## src/rtl/control_unit_if.sv

```systemverilog
// Decoder bus: the instruction word in, the registered control vector out.
interface control_unit_if;
    logic [23:0] code;
    logic [1:0]  mux1;
    logic [1:0]  mux5;
    logic [1:0]  mux6;
    logic [2:0]  regs_bank;
    logic        mux4;
    logic        data_mem;
    logic [5:0]  alu;
    logic        comparator;
    logic        write_inst;

    // Fetch side: supplies the instruction word and consumes the controls.
    modport master (
        output code,
        input  mux1, mux5, mux6, regs_bank, mux4, data_mem, alu, comparator, write_inst
    );

    // Decoder side.
    modport slave (
        input  code,
        output mux1, mux5, mux6, regs_bank, mux4, data_mem, alu, comparator, write_inst
    );
endinterface

```

## src/rtl/control_unit.sv

```systemverilog
// Instruction decoder for the 24-bit datapath. Decodes code[23:16] each
// cycle into a registered control vector; operand fields are not looked at.
module control_unit (
    input  logic           clk,
    input  logic           rst_n,
    control_unit_if.slave  bus
);
    logic [1:0] cls_i;
    logic [5:0] fn_i;

    logic [1:0] mux1_d, mux5_d, mux6_d;
    logic [2:0] regs_bank_d;
    logic       mux4_d, data_mem_d, comparator_d, write_inst_d;
    logic [5:0] alu_d;

    logic [1:0] mux1_q, mux5_q, mux6_q;
    logic [2:0] regs_bank_q;
    logic       mux4_q, data_mem_q, comparator_q, write_inst_q;
    logic [5:0] alu_q;

    // Operand fields belong to the datapath; folded here only to mark them as intentionally ignored.
    logic unused_operand;
    assign unused_operand = ^bus.code[15:0];

    assign cls_i = bus.code[23:22];
    assign fn_i  = bus.code[21:16];

    // Combinational decode; anything not matched falls back to the all-zero NOP vector.
    always_comb begin
        mux1_d       = 2'b00;
        mux5_d       = 2'b00;
        mux6_d       = 2'b00;
        regs_bank_d  = 3'b000;
        mux4_d       = 1'b0;
        data_mem_d   = 1'b0;
        alu_d        = 6'b000000;
        comparator_d = 1'b0;
        write_inst_d = 1'b0;
        case (cls_i)
            2'b00: begin
                // Bit 5 of the function selects an immediate operand B, so port B goes unused.
                alu_d       = {1'b0, fn_i[4:0]};
                mux4_d      = fn_i[5];
                regs_bank_d = fn_i[5] ? 3'b101 : 3'b111;
            end
            2'b01: begin
                case (fn_i)
                    6'd0: begin
                        mux4_d      = 1'b1;
                        alu_d       = 6'b001010;
                        mux5_d      = 2'b10;
                        regs_bank_d = 3'b100;
                    end
                    6'd1: begin
                        mux4_d      = 1'b1;
                        alu_d       = 6'b001011;
                        regs_bank_d = 3'b100;
                    end
                    default: ;
                endcase
            end
            2'b10: begin
                case (fn_i)
                    6'd0: begin
                        mux4_d      = 1'b1;
                        mux5_d      = 2'b01;
                        regs_bank_d = 3'b101;
                    end
                    6'd1: begin
                        mux4_d      = 1'b1;
                        regs_bank_d = 3'b011;
                        data_mem_d  = 1'b1;
                    end
                    6'd2: begin
                        mux4_d       = 1'b1;
                        regs_bank_d  = 3'b011;
                        write_inst_d = 1'b1;
                    end
                    default: ;
                endcase
            end
            default: begin
                case (fn_i)
                    6'd0: mux1_d = 2'b10;
                    6'd1: begin
                        mux1_d      = 2'b10;
                        mux5_d      = 2'b11;
                        mux6_d      = 2'b10;
                        regs_bank_d = 3'b100;
                    end
                    6'd2: begin
                        mux1_d      = 2'b11;
                        regs_bank_d = 3'b001;
                    end
                    6'd3, 6'd4: begin
                        // BNE reuses the BEQ subtract and inverts the compare result.
                        mux1_d       = 2'b01;
                        comparator_d = 1'b1;
                        alu_d        = {fn_i[2], 5'b00001};
                        regs_bank_d  = 3'b011;
                    end
                    default: ;
                endcase
            end
        endcase
    end

    // Output register; reset loads the NOP vector and overrides the incoming word.
    always_ff @(posedge clk) begin
        if (!rst_n) begin
            mux1_q       <= 2'b00;
            mux5_q       <= 2'b00;
            mux6_q       <= 2'b00;
            regs_bank_q  <= 3'b000;
            mux4_q       <= 1'b0;
            data_mem_q   <= 1'b0;
            alu_q        <= 6'b000000;
            comparator_q <= 1'b0;
            write_inst_q <= 1'b0;
        end else begin
            mux1_q       <= mux1_d;
            mux5_q       <= mux5_d;
            mux6_q       <= mux6_d;
            regs_bank_q  <= regs_bank_d;
            mux4_q       <= mux4_d;
            data_mem_q   <= data_mem_d;
            alu_q        <= alu_d;
            comparator_q <= comparator_d;
            write_inst_q <= write_inst_d;
        end
    end

    assign bus.mux1       = mux1_q;
    assign bus.mux5       = mux5_q;
    assign bus.mux6       = mux6_q;
    assign bus.regs_bank  = regs_bank_q;
    assign bus.mux4       = mux4_q;
    assign bus.data_mem   = data_mem_q;
    assign bus.alu        = alu_q;
    assign bus.comparator = comparator_q;
    assign bus.write_inst = write_inst_q;
endmodule

```

## src/flat_wrapper.sv

```systemverilog
// flat-port wrapper written by rule: the top's interface ports become plain ports
module control_unit_flat 
  (clk, rst_n, bus_code, bus_mux1, bus_mux5, bus_mux6, bus_regs_bank, bus_mux4, bus_data_mem, bus_alu, bus_comparator, bus_write_inst);
  control_unit_if bus_i ();
  input  logic clk;
  input  logic rst_n;
  input wire logic [$bits(bus_i.code)-1:0] bus_code;
  output wire logic [$bits(bus_i.mux1)-1:0] bus_mux1;
  output wire logic [$bits(bus_i.mux5)-1:0] bus_mux5;
  output wire logic [$bits(bus_i.mux6)-1:0] bus_mux6;
  output wire logic [$bits(bus_i.regs_bank)-1:0] bus_regs_bank;
  output wire logic [$bits(bus_i.mux4)-1:0] bus_mux4;
  output wire logic [$bits(bus_i.data_mem)-1:0] bus_data_mem;
  output wire logic [$bits(bus_i.alu)-1:0] bus_alu;
  output wire logic [$bits(bus_i.comparator)-1:0] bus_comparator;
  output wire logic [$bits(bus_i.write_inst)-1:0] bus_write_inst;
  assign bus_i.code = bus_code;
  assign bus_mux1 = bus_i.mux1;
  assign bus_mux5 = bus_i.mux5;
  assign bus_mux6 = bus_i.mux6;
  assign bus_regs_bank = bus_i.regs_bank;
  assign bus_mux4 = bus_i.mux4;
  assign bus_data_mem = bus_i.data_mem;
  assign bus_alu = bus_i.alu;
  assign bus_comparator = bus_i.comparator;
  assign bus_write_inst = bus_i.write_inst;
  control_unit u_core (.clk(clk), .rst_n(rst_n), .bus(bus_i));
endmodule
```

## config.mk

```make
export PLATFORM = sky130hd
export DESIGN_NAME = control_unit_flat
export DESIGN_NICKNAME = d
export VERILOG_FILES = /design/src/rtl/control_unit_if.sv /design/src/rtl/control_unit.sv /design/src/flat_wrapper.sv
export SDC_FILE = /design/constraint.sdc
export NUM_CORES = 1
export LEC_CHECK = 0
export BUFFER_PORTS_ARGS = -buffer_cell sky130_fd_sc_hd__buf_2
export CORE_MARGIN = 2
export CORE_UTILIZATION = 38
export CTS_CLUSTER_DIAMETER = 30
export DETAILED_ROUTE_END_ITERATION = 10
export PLACE_DENSITY = 0.73
export SLEW_MARGIN = 20
export SYNTH_ARGS = -nofsm -noshare
export SYNTH_HDL_FRONTEND = slang
export SYNTH_SLANG_ARGS = --single-unit
```

## constraint.sdc

```tcl
create_clock -name clk -period 1.6 [get_ports clk]
set_input_delay 0.48 -clock clk [delete_from_list [all_inputs] [get_ports clk]]
set_output_delay 0.48 -clock clk [all_outputs]
set_load 0.005 [all_outputs]
```

**Word level (Yosys, flattened, before mapping)**

Index checks and enable logic that the tools add are counted.

- Output and inout port bits: 19
- Bits in latches: 0
- Register bits: 19
- Bits of input ports: 26
- Memories kept: 0
- Logic and storage cells: 44
- ROM bits: 0
- Bits in writable memories: 0

- $add $sub $neg: 0
- Reductions and logical operators: 8
- Bitwise logic cells: 1
- Divide/modulo/power cells: 0
- Muxes and demuxes: 20
- Shift-type cells: 0
- $lt $le $gt $ge: 0
- $mul: 0
- Equal/unequal tests: 6

Operator list:

| kind | number |
|---|---|
| 3-bit one-hot mux with 3 select lines | 2 |
| 6-bit one-hot mux with 3 select lines | 1 |
| 6-bit by 2-bit == test with 1-bit output (second input constant) | 2 |
| 2-bit one-hot mux with 3 select lines | 2 |
| 2-bit 2-to-1 mux | 4 |
| 4-bit one-hot mux with 2 select lines | 1 |
| 6-bit by 1-bit == test with 1-bit output (second input constant) | 1 |
| 6-bit by 3-bit == test with 1-bit output (second input constant) | 1 |
| 6-bit logical NOT | 1 |
| 1-bit 2-to-1 mux | 6 |
| 6-bit 2-to-1 mux | 1 |
| 3-bit one-hot mux with 2 select lines | 1 |
| 2-bit OR reduction | 3 |
| 4-bit OR reduction | 1 |
| 3-bit 2-to-1 mux | 1 |
| 1-bit one-hot mux with 3 select lines | 1 |
| 3-bit OR reduction | 1 |
| 2-bit by 1-bit == test with 1-bit output (second input constant) | 1 |
| 2-bit == test (second input constant) | 1 |
| 2-bit logical NOT | 1 |
| 2-bit AND reduction | 1 |
| 1-bit NOT | 1 |

**Logic depth before layout (Yosys ltp)**

Gate-level depths: netlist (run 1).

- Word-level depth: 4
- Depth in mapped cells: 6
- Mapped depth without buffers: 6

**Least setup slack after synthesis (run 1)**

OpenSTA, ideal clock, no wires.

- Path kind: input-to-reg
- Start: input port bus_code[17]
- End: register u_core.regs_bank_q[0], in the netlist u_core.bus.regs_bank[0]
- Arrival time: 1.559 ns
- Required time: 1.540 ns
- Slack: -0.019 ns
- Path buffers: 1
- Setup time: 0.060 ns
- Cell stages on the path: 5
- Cells stage by stage: buf_6 > or3b_4 > a2111o_1 > nand2_1 > o311a_1

- Cells in the longest elaborated chain, start to end: 4
- Elaborated cells between the ends (all ways): 10
- Classes of those cells: eq/ne: 4; mux: 3; reduce/logical: 3

Ends and longest elaborated chain:

| what | line | RTL |
|---|---|---|
| start, declared | flat_wrapper.sv:7 | `input wire logic [$bits(bus_i.code)-1:0] bus_code;` |
| 6-bit by 2-bit == test with 1-bit output (tied with other cells) | control_unit.sv:83 | `case (fn_i)` |
| 2-bit OR reduction, on equally long branches | - |  |
| 3-bit one-hot mux with 3 select lines or 3-bit one-hot mux with 2 select lines (tied branches) | control_unit.sv:83, control_unit.sv:63 |  |
| 3-bit one-hot mux with 3 select lines * | control_unit.sv:39 | `case (cls_i)` |
| end signal, assigned | control_unit.sv:124 | `regs_bank_q <= regs_bank_d;` |
| end, declared | control_unit.sv:17 | `logic [2:0] regs_bank_q;` |

Every way passes the cells marked *; elsewhere a longest branch is shown, timed or not.
A chain may end at the register's enable or synchronous reset.

**Worst setup path in the final report (run 1)**

- Start: input port bus_code[18]
- End: register u_core.regs_bank_q[1], in the netlist u_core.bus.regs_bank[1]

The elaborated chain is that of the path after synthesis.

==> results.md, run 1 <==
* Netlist cell types at 35
* Final count of pins violating max slew at 0
* Fillers at 189
* Hold Fails Final Rpt at 0
* Chip height at approximately 50 um
* Total power at about 0.00080 W
* Register area share after synthesis at 0.446
* Synthesized instance count at 87
* WP data required at between 1.5 and 2 ns
* CP endpoint kind: register
* Setup Viol. Count Final at 0
* Initial core utilization at 0.408
* Largest net degree at the start of global routing at 13
* Total core area at a little under 2000 um2
* Worst path cell trace: buf_2, or3b_4, a2111oi_4, nor2_1, a211oi_2
* Most frequent cells in the layout: 27 x buf_2, 18 x dfxtp_1, 16 x buf_4, 12 x nand2_1, 7 x nor2_1
* Synthesis Warnings at 0
* N_diodes at 0
* Layout cell share with drive strength beyond 1 at 0.402
* DRT Wirelength at roughly 1700 um
* I/O pin count at 45
* Slowest CP cell: or3b_4
* Flops & latches, synth at 18
* Min Tclk post-route at 1.43 ns
* Seq pwr share at 0.576
* Antenna Nets Post-Route at 0
* Worst Slack Setup Final at about 0.17 ns
* H-tree levels at 1
* Fin Setup TNS at 0 ns
* Total number of vias at about 760
* CP Max Fanout at 6
* Sw power at 0.000189 W
* Global-route wire length before repair at 2790 um
* Critical Path AT at 1.64 ns
* Pwr dens at between 700 and 800 nW/um2
* IO Port Bufs at 27
* CTS resizes at 0
* Crit share post-route at 0.896
* Max-Cap Viols at 0
* Clock transition at path regs at around 0.090 ns
* Vias per cell at 4.92
* CP peak stage delay at around 0.40 ns
* Peak VDD IR at between 0.0003 and 0.0004 V
* Synthesized area at roughly 800 um2
* Total grt overflow at 0
* Clk root buf: clkbuf_4
* Most used DFF post-synth: dfxtp_1
* Pint at ~0.00061 W
* Vias in the first global route at ~670
* Fmax at between 600 and 700 MHz
* Placed Area at 1060 um2
* Hold Crit Class: in -> reg
* Final net count at ~160
* Post-synth ARST share at 0
* Setup bufs post-CTS at 0
* Synth Area per Inst at between 9 and 10 um2
* Longest Clk Path Bufs at 2
* # clock sinks at 18
* Full die area at 2510 um2
* FF/Latch Area at about 360 um2
* Post-synth EDFFs at 0
* CTS tree: built
* GRT Util Overall at 0.144
* Sw Share at 0.237
* Area Growth Syn to Fin at 34.2%
* Drt wl/cell at roughly 11 um
* CTS Buf Count at 3
* HPWL after DPL at between 1000 and 1500 um
* Most common cell after layout, fill and taps aside: buf_2
* RSZ-0062 raised after global routing: false
* Die width at 50.1 um
* Logic pwr share at 0.164
* Status: complete, no violations
* Drt pass-1 iters at 5
* Place WS at -0.121 ns
* First DRT Iteration DRCs at 22
* Initial antenna violation count at 0
* Syn Nets at between 100 and 150
* CP startpoint kind: input port
* Multi-input logic area at 398 um2
* Final instance area at approximately 1100 um2
* Leak at about 0.52 nW
* GPL Wtd Cong at approximately 0.87
* Hold_buf cts at 0
* Drt drc at 0
* Clock Power Share at 0.260
* Worst Path Class, Setup: in -> reg
* Finished Core Util at 0.547
* # rows at 16
==> power groups by stage <==
stage	logic, W	registers, W	clock network (W)
after global routing	0.000143	0.000459	0.000239
after detailed placement	0.000130	0.000469	0
final	0.000131	0.000458	0.000207
after floorplan	0.0000658	0.000470	0
after global placement	0.000126	0.000468	0
after CTS	0.000130	0.000458	0.000212
==> state kept, by name, indices dropped and copies added, names as in the netlist <==
register	cells
u_core.bus.mux4	1
u_core.bus.alu	6
u_core.bus.comparator	1
u_core.bus.mux5	2
u_core.bus.regs_bank	3
u_core.bus.mux6	1
u_core.bus.data_mem	1
u_core.bus.write_inst	1
u_core.bus.mux1	2
==> cell families after synthesis <==
logic type	after synthesis	share of synthesized area
AOI/OAI and AO/OA	17	0.178
xor gates and xnor gates	1	0.0108
adders and majority gates	4	0.0619
buffers and inverters	10	0.0619
DFF	18	0.446
other	1	0.00464
and+or+nand+nor	36	0.237
==> worst paths after layout <==
path                      from                       to  cells after the start
setup / recovery  bus_code[18]  u_core.bus.regs_bank[1]                      5
hold / removal    bus_code[20]        u_core.bus.alu[4]                      2
==> critical path, delay by kind of cell <==
kind | cells | cell delay [ns]
buf+inv | 1 | 0.12
compound gates | 2 | 0.54
simple gates | 2 | 0.49
==> final cells by class <==
class	count	share of cell area
Clock buffer	3	0.0208
Inverter	4	0.0138
Multi-Input combinational cell	59	0.367
Sequential cell	18	0.332
Tap cell	27	0.0311
Timing Repair Buffer	43	0.235
==> layer usage <==
| metal | wire [um] | global-route usage | share of wire | vias up |
|---|---|---|---|---|
| li1 | - | - | - | 381 |
| met1 | 716 | 0.166 | 0.43 | 340 |
| met2 | 810 | 0.252 | 0.49 | 33 |
| met5 | 0 | 0 | 0 | - |
| met4 | 23 | 0.0694 | 0.014 | 0 |
| met3 | 106 | 0.0273 | 0.064 | 4 |
==> stage by stage <==
stage | hold slack, ns | instances
2_1_floorplan | 0.620 | 87
3_3_place_gp | 0.809 | 151
3_5_place_dp | 0.812 | 151
4_1_cts | 0.513 | 154
5_1_grt | 0.520 | 154
6_report | 0.518 | 154
==> Yosys cell counts, types with 2 or more instances <==
library cell | instances | area (um2)
dfxtp_1 | 18 | 360
nand2_1 | 12 | 45.0
nor2_1 | 7 | 26.3
a21oi_1 | 6 | 30.0
ha_1 | 4 | 50.1
inv_1 | 4 | 15.0
clkbuf_1 | 3 | 11.3
and3_1 | 2 | 12.5
nand3b_1 | 2 | 15.0
nor2b_1 | 2 | 12.5
nor3_1 | 2 | 10.0
o22ai_1 | 2 | 12.5
No activity file was read; power rests on OpenSTA's default activity.
==> run 2: changes to the inputs <==
--- a/config.mk
+++ b/config.mk
@@ -11,6 +11,7 @@
 export CTS_CLUSTER_DIAMETER = 30
 export DETAILED_ROUTE_END_ITERATION = 10
 export PLACE_DENSITY = 0.73
+export REMOVE_ABC_BUFFERS = 1
 export SLEW_MARGIN = 20
 export SYNTH_ARGS = -nofsm -noshare
 export SYNTH_HDL_FRONTEND = slang
==> results.md, run 2 (synthesis results as in run 1) <==
* Status: complete, no violations
* Setup bufs post-CTS at 0
* Layout cell share with drive strength beyond 1 at 0.397
* Worst path cell trace: buf_2, or3b_4, a2111o_1, nand2_1, o311a_1
* # rows at 16
* Hold Crit Class: in -> reg
* Final count of pins violating max slew at 0
* N_diodes at 0
* CTS tree: built
* HPWL after DPL at between 1000 and 1500 um
* CP Max Fanout at 7
* Chip height at 50.1 um
* Drt pass-1 iters at 5
* Most common cell after layout, fill and taps aside: buf_2
* Total core area at 1980 um2
* IO Port Bufs at 27
* H-tree levels at 1
* I/O pin count at 45
* Pwr dens at roughly 800 nW/um2
* GPL Wtd Cong at 0.783
* Largest net degree at the start of global routing at 13
* CP startpoint kind: input port
* Total grt overflow at 0
* Initial core utilization at 0.408
* Initial antenna violation count at 0
* Worst Path Class, Setup: in -> reg
* Max-Cap Viols at 0
* Most frequent cells in the layout: 27 x buf_2, 18 x dfxtp_1, 14 x buf_4, 12 x nand2_1, 7 x nor2_1
* Crit share post-route at 0.892
* Hold Fails Final Rpt at 0
* Area Growth Syn to Fin at 34.1%
* Drt drc at 0
* Critical Path AT at between 1.5 and 2 ns
* Leak at around 0.52 nW
* First DRT Iteration DRCs at 21
* CP endpoint kind: register
* Min Tclk post-route at about 1.4 ns
* GRT Util Overall at 0.141
* CTS Buf Count at 3
* Clock transition at path regs at approximately 0.11 ns
* Fillers at ~180
* WP data required at approximately 1.8 ns
* RSZ-0062 raised after global routing: false
* # clock sinks at 18
* FF/Latch Area at around 360 um2
* Setup Viol. Count Final at 0
* Total number of vias at between 700 and 800
* Die width at approximately 50 um
* Drt wl/cell at between 10 and 15 um
* Final net count at between 150 and 200
* Fin Setup TNS at 0 ns
* Slowest CP cell: or3b_4
* WHS at 0.486 ns
* Clk root buf: clkbuf_4
* Longest Clk Path Bufs at 2
* Antenna Nets Post-Route at 0
* Vias per cell at slightly below 5
* DRT Wirelength at 1730 um
* Full die area at between 2000 and 3000 um2
* CTS resizes at 0
* Fmax at between 700 and 800 MHz
* Total power at roughly 0.00087 W
* CP peak stage delay at roughly 0.41 ns
* Number of flip-flops in the largest register at 6
* Global-route wire length before repair at approximately 2700 um
* Hold_buf cts at 0
* Finished Core Util at 0.547
* Peak VDD IR at 0.000449 V
* Multi-input logic area at 398 um2
* Vias in the first global route at around 670
[run 2: changes by cell type in the layout (fill, tap and decap cells not counted)]
cell      before  now
clkbuf_8       0    1
buf_4         16   14
[run 2: critical path, delay by kind of cell]
family,cells,cell delay (ns)
AO/OA/AOI/OAI,2,0.56
buffers and inverters,1,0.13
AND/OR/NAND/NOR,2,0.50
[run 2: worst paths after layout]
check         start                      end  slack, ns  cells past startpoint
max    bus_code[18]  u_core.bus.regs_bank[0]       0.17                      5
min    bus_code[18]        u_core.bus.alu[2]       0.49                      2
[run 2: cell type report]
cell class / instances / area share
multi-input cells: 59 / 0.367
flip-flops and latches: 18 / 0.333
repair buffers: 41 / 0.222
clock buffers: 4 / 0.0335
well taps: 27 / 0.0312
inverters: 4 / 0.0139
[run 2: metal layers]
| metal | up-vias | GRT usage | wire [um] |
|---|---|---|---|
| li1 | 381 | - | - |
| met5 | - | 0 | 0 |
| met1 | 325 | 0.159 | 766 |
| met3 | 4 | 0.0212 | 107 |
| met2 | 34 | 0.241 | 818 |
| met4 | 0 | 0.0972 | 40 |
[run 2: power by group]
part	leakage (nW)	total, W	switching [W]	internal, W
clock network	0.0210	0.000278	0.000140	0.000138
logic	0.350	0.000129	0.0000676	0.0000616
registers	0.146	0.000458	0.00000162	0.000457
[run 2: stage by stage]
step	instances	cell area, um2	setup WS [ns]
2_1_floorplan	81	773	0.0793
3_3_place_gp	149	1050	-0.121
3_5_place_dp	149	1050	-0.108
4_1_cts	153	1080	0.180
5_1_grt	153	1080	0.116
6_report	153	1080	0.173
==> run 3: changes to the inputs <==
--- a/config.mk
+++ b/config.mk
@@ -6,12 +6,14 @@
 export NUM_CORES = 1
 export LEC_CHECK = 0
 export BUFFER_PORTS_ARGS = -buffer_cell sky130_fd_sc_hd__buf_2
+export CORE_ASPECT_RATIO = 0.7
 export CORE_MARGIN = 2
 export CORE_UTILIZATION = 38
 export CTS_CLUSTER_DIAMETER = 30
 export DETAILED_ROUTE_END_ITERATION = 10
 export PLACE_DENSITY = 0.73
 export REMOVE_ABC_BUFFERS = 1
+export SETUP_SLACK_MARGIN = 0.1
 export SLEW_MARGIN = 20
 export SYNTH_ARGS = -nofsm -noshare
 export SYNTH_HDL_FRONTEND = slang
==> results.md, run 3 (synthesis results as in run 1) <==
* Global-route wire length before repair at between 3000 and 4000 um
* CP endpoint kind: register
* GPL Wtd Cong at around 0.87
* WP data required at between 1.5 and 2 ns
* First DRT Iteration DRCs at 15
* # rows at 13
* Dpl cells at around 150
* Most common cell after layout, fill and taps aside: buf_2
* Hold_buf cts at 0
* CP peak stage delay at 0.41 ns
* HPWL after DPL at 1470 um
* Seq pwr share at 0.565
* CTS Buf Count at 3
* Max-Cap Viols at 0
* Sw Share at 0.251
* Finished Core Util at 0.553
* Hold Fails Final Rpt at 0
* Die width at ~60 um
* CP startpoint kind: input port
* Peak VDD IR at 0.000407 V
* Full die area at around 2500 um2
* Hold Crit Class: in -> reg
* Critical Path AT at approximately 1.6 ns
* Sw power at around 0.00020 W
* Drt drc at 0
* Finished Layout Cells at between 100 and 150
* Total grt overflow at 0
* Total core area at about 1900 um2
* Fmax at around 700 MHz
* Slowest CP cell: or3b_4
* Chip height at roughly 43 um
* Setup Viol. Count Final at 0
* Worst Path Class, Setup: in -> reg
* Min Tclk post-route at about 1.4 ns
* Worst path cell trace: buf_2, or3b_4, a2111oi_4, nor2_1, a211oi_2
* Antenna Nets Post-Route at 0
* Initial antenna violation count at 0
* I/O pin count at 45
* IO Port Bufs at 27
* Longest Clk Path Bufs at 2
* Drt wl/cell at 12.8 um
* Drt pass-1 iters at 4
* Pwr dens at roughly 760 nW/um2
* CP Max Fanout at 4
* DRT Wirelength at about 1900 um
* Layout cell share with drive strength beyond 1 at 0.397
* Pint at between 0.0006 and 0.0007 W
* Total number of vias at 776
* Largest net degree at the start of global routing at 13
* # clock sinks at 18
* CTS tree: built
* H-tree levels at 1
* Initial core utilization at 0.418
* RSZ-0062 raised after global routing: false
* Fillers at 183
* Clock Power Share at 0.271
* Number of flip-flops in the largest register at 6
* Leak at 0.514 nW
* Vias in the first global route at 730
* Status: complete, no violations
* N_diodes at 0
* Clk root buf: clkbuf_4
* Crit path max-delay family: compound AO/OA/AOI/OAI gates
* Clock transition at path regs at 0.10 ns
* GRT Util Overall at 0.167
* Most frequent cells in the layout: 27 x buf_2, 18 x dfxtp_1, 15 x buf_4, 12 x nand2_1, 7 x nor2_1
* Setup bufs post-CTS at 0
* Final count of pins violating max slew at 0
* Crit share post-route at 0.879
* Final net count at 158
* Logic pwr share at 0.165
* Crit path buf inv count at 1
* CTS resizes at 0
* Fin Setup TNS at 0 ns
* Area Growth Syn to Fin at 32.5%
* Vias per cell at 5.24
==> run 3: changes by cell type in the layout (fill, tap and decap cells not counted), sizes merged <==
cell    change
buf         +1
clkbuf      -1
==> run 3: routing by layer <==
metal,share of wire,global-route usage,up-vias
met4,0,0.0500,0
met1,0.44,0.203,354
met3,0.10,0.0895,0
met2,0.46,0.253,42
met5,0,0,-
li1,-,-,380
==> run 3: tightest hold or removal path: cells and delay by family <==
family        cells  cell delay, ns
simple gates      2            0.17
buf+inv           1            0.09
==> run 3: area by class of cell <==
cell class	count	area [um2]	area share
Clock buffer	3	22.5	0.0210
Sequential cell	18	360	0.336
Tap cell	22	27.5	0.0257
Multi-Input combinational cell	59	398	0.371
Timing Repair Buffer	42	248	0.231
Inverter	4	15.0	0.0140
==> run 3: power groups by stage <==
stage | registers [W] | clock network [W] | logic, W
after floorplan | 0.000470 | 0 | 0.0000527
after global placement | 0.000468 | 0 | 0.000127
after detailed placement | 0.000469 | 0 | 0.000132
after CTS | 0.000458 | 0.000227 | 0.000132
after global routing | 0.000459 | 0.000255 | 0.000147
final | 0.000458 | 0.000220 | 0.000133
==> run 3: stage by stage <==
step | instance area (um2) | hold slack [ns] | total power, W | setup WS (ns)
2_1_floorplan | 773 | 0.557 | 0.000523 | 0.0793
3_3_place_gp | 1050 | 0.808 | 0.000596 | -0.106
3_5_place_dp | 1050 | 0.811 | 0.000601 | -0.143
4_1_cts | 1070 | 0.491 | 0.000817 | 0.189
5_1_grt | 1070 | 0.482 | 0.000861 | 0.149
6_report | 1070 | 0.494 | 0.000811 | 0.194
==> run 3: final timing paths <==
kind | startpoint | end | slack (ns) | cells past startpoint
min | bus_code[19] | u_core.bus.mux1[1] | 0.49 | 3
max | bus_code[16] | u_core.bus.regs_bank[1] | 0.19 | 5
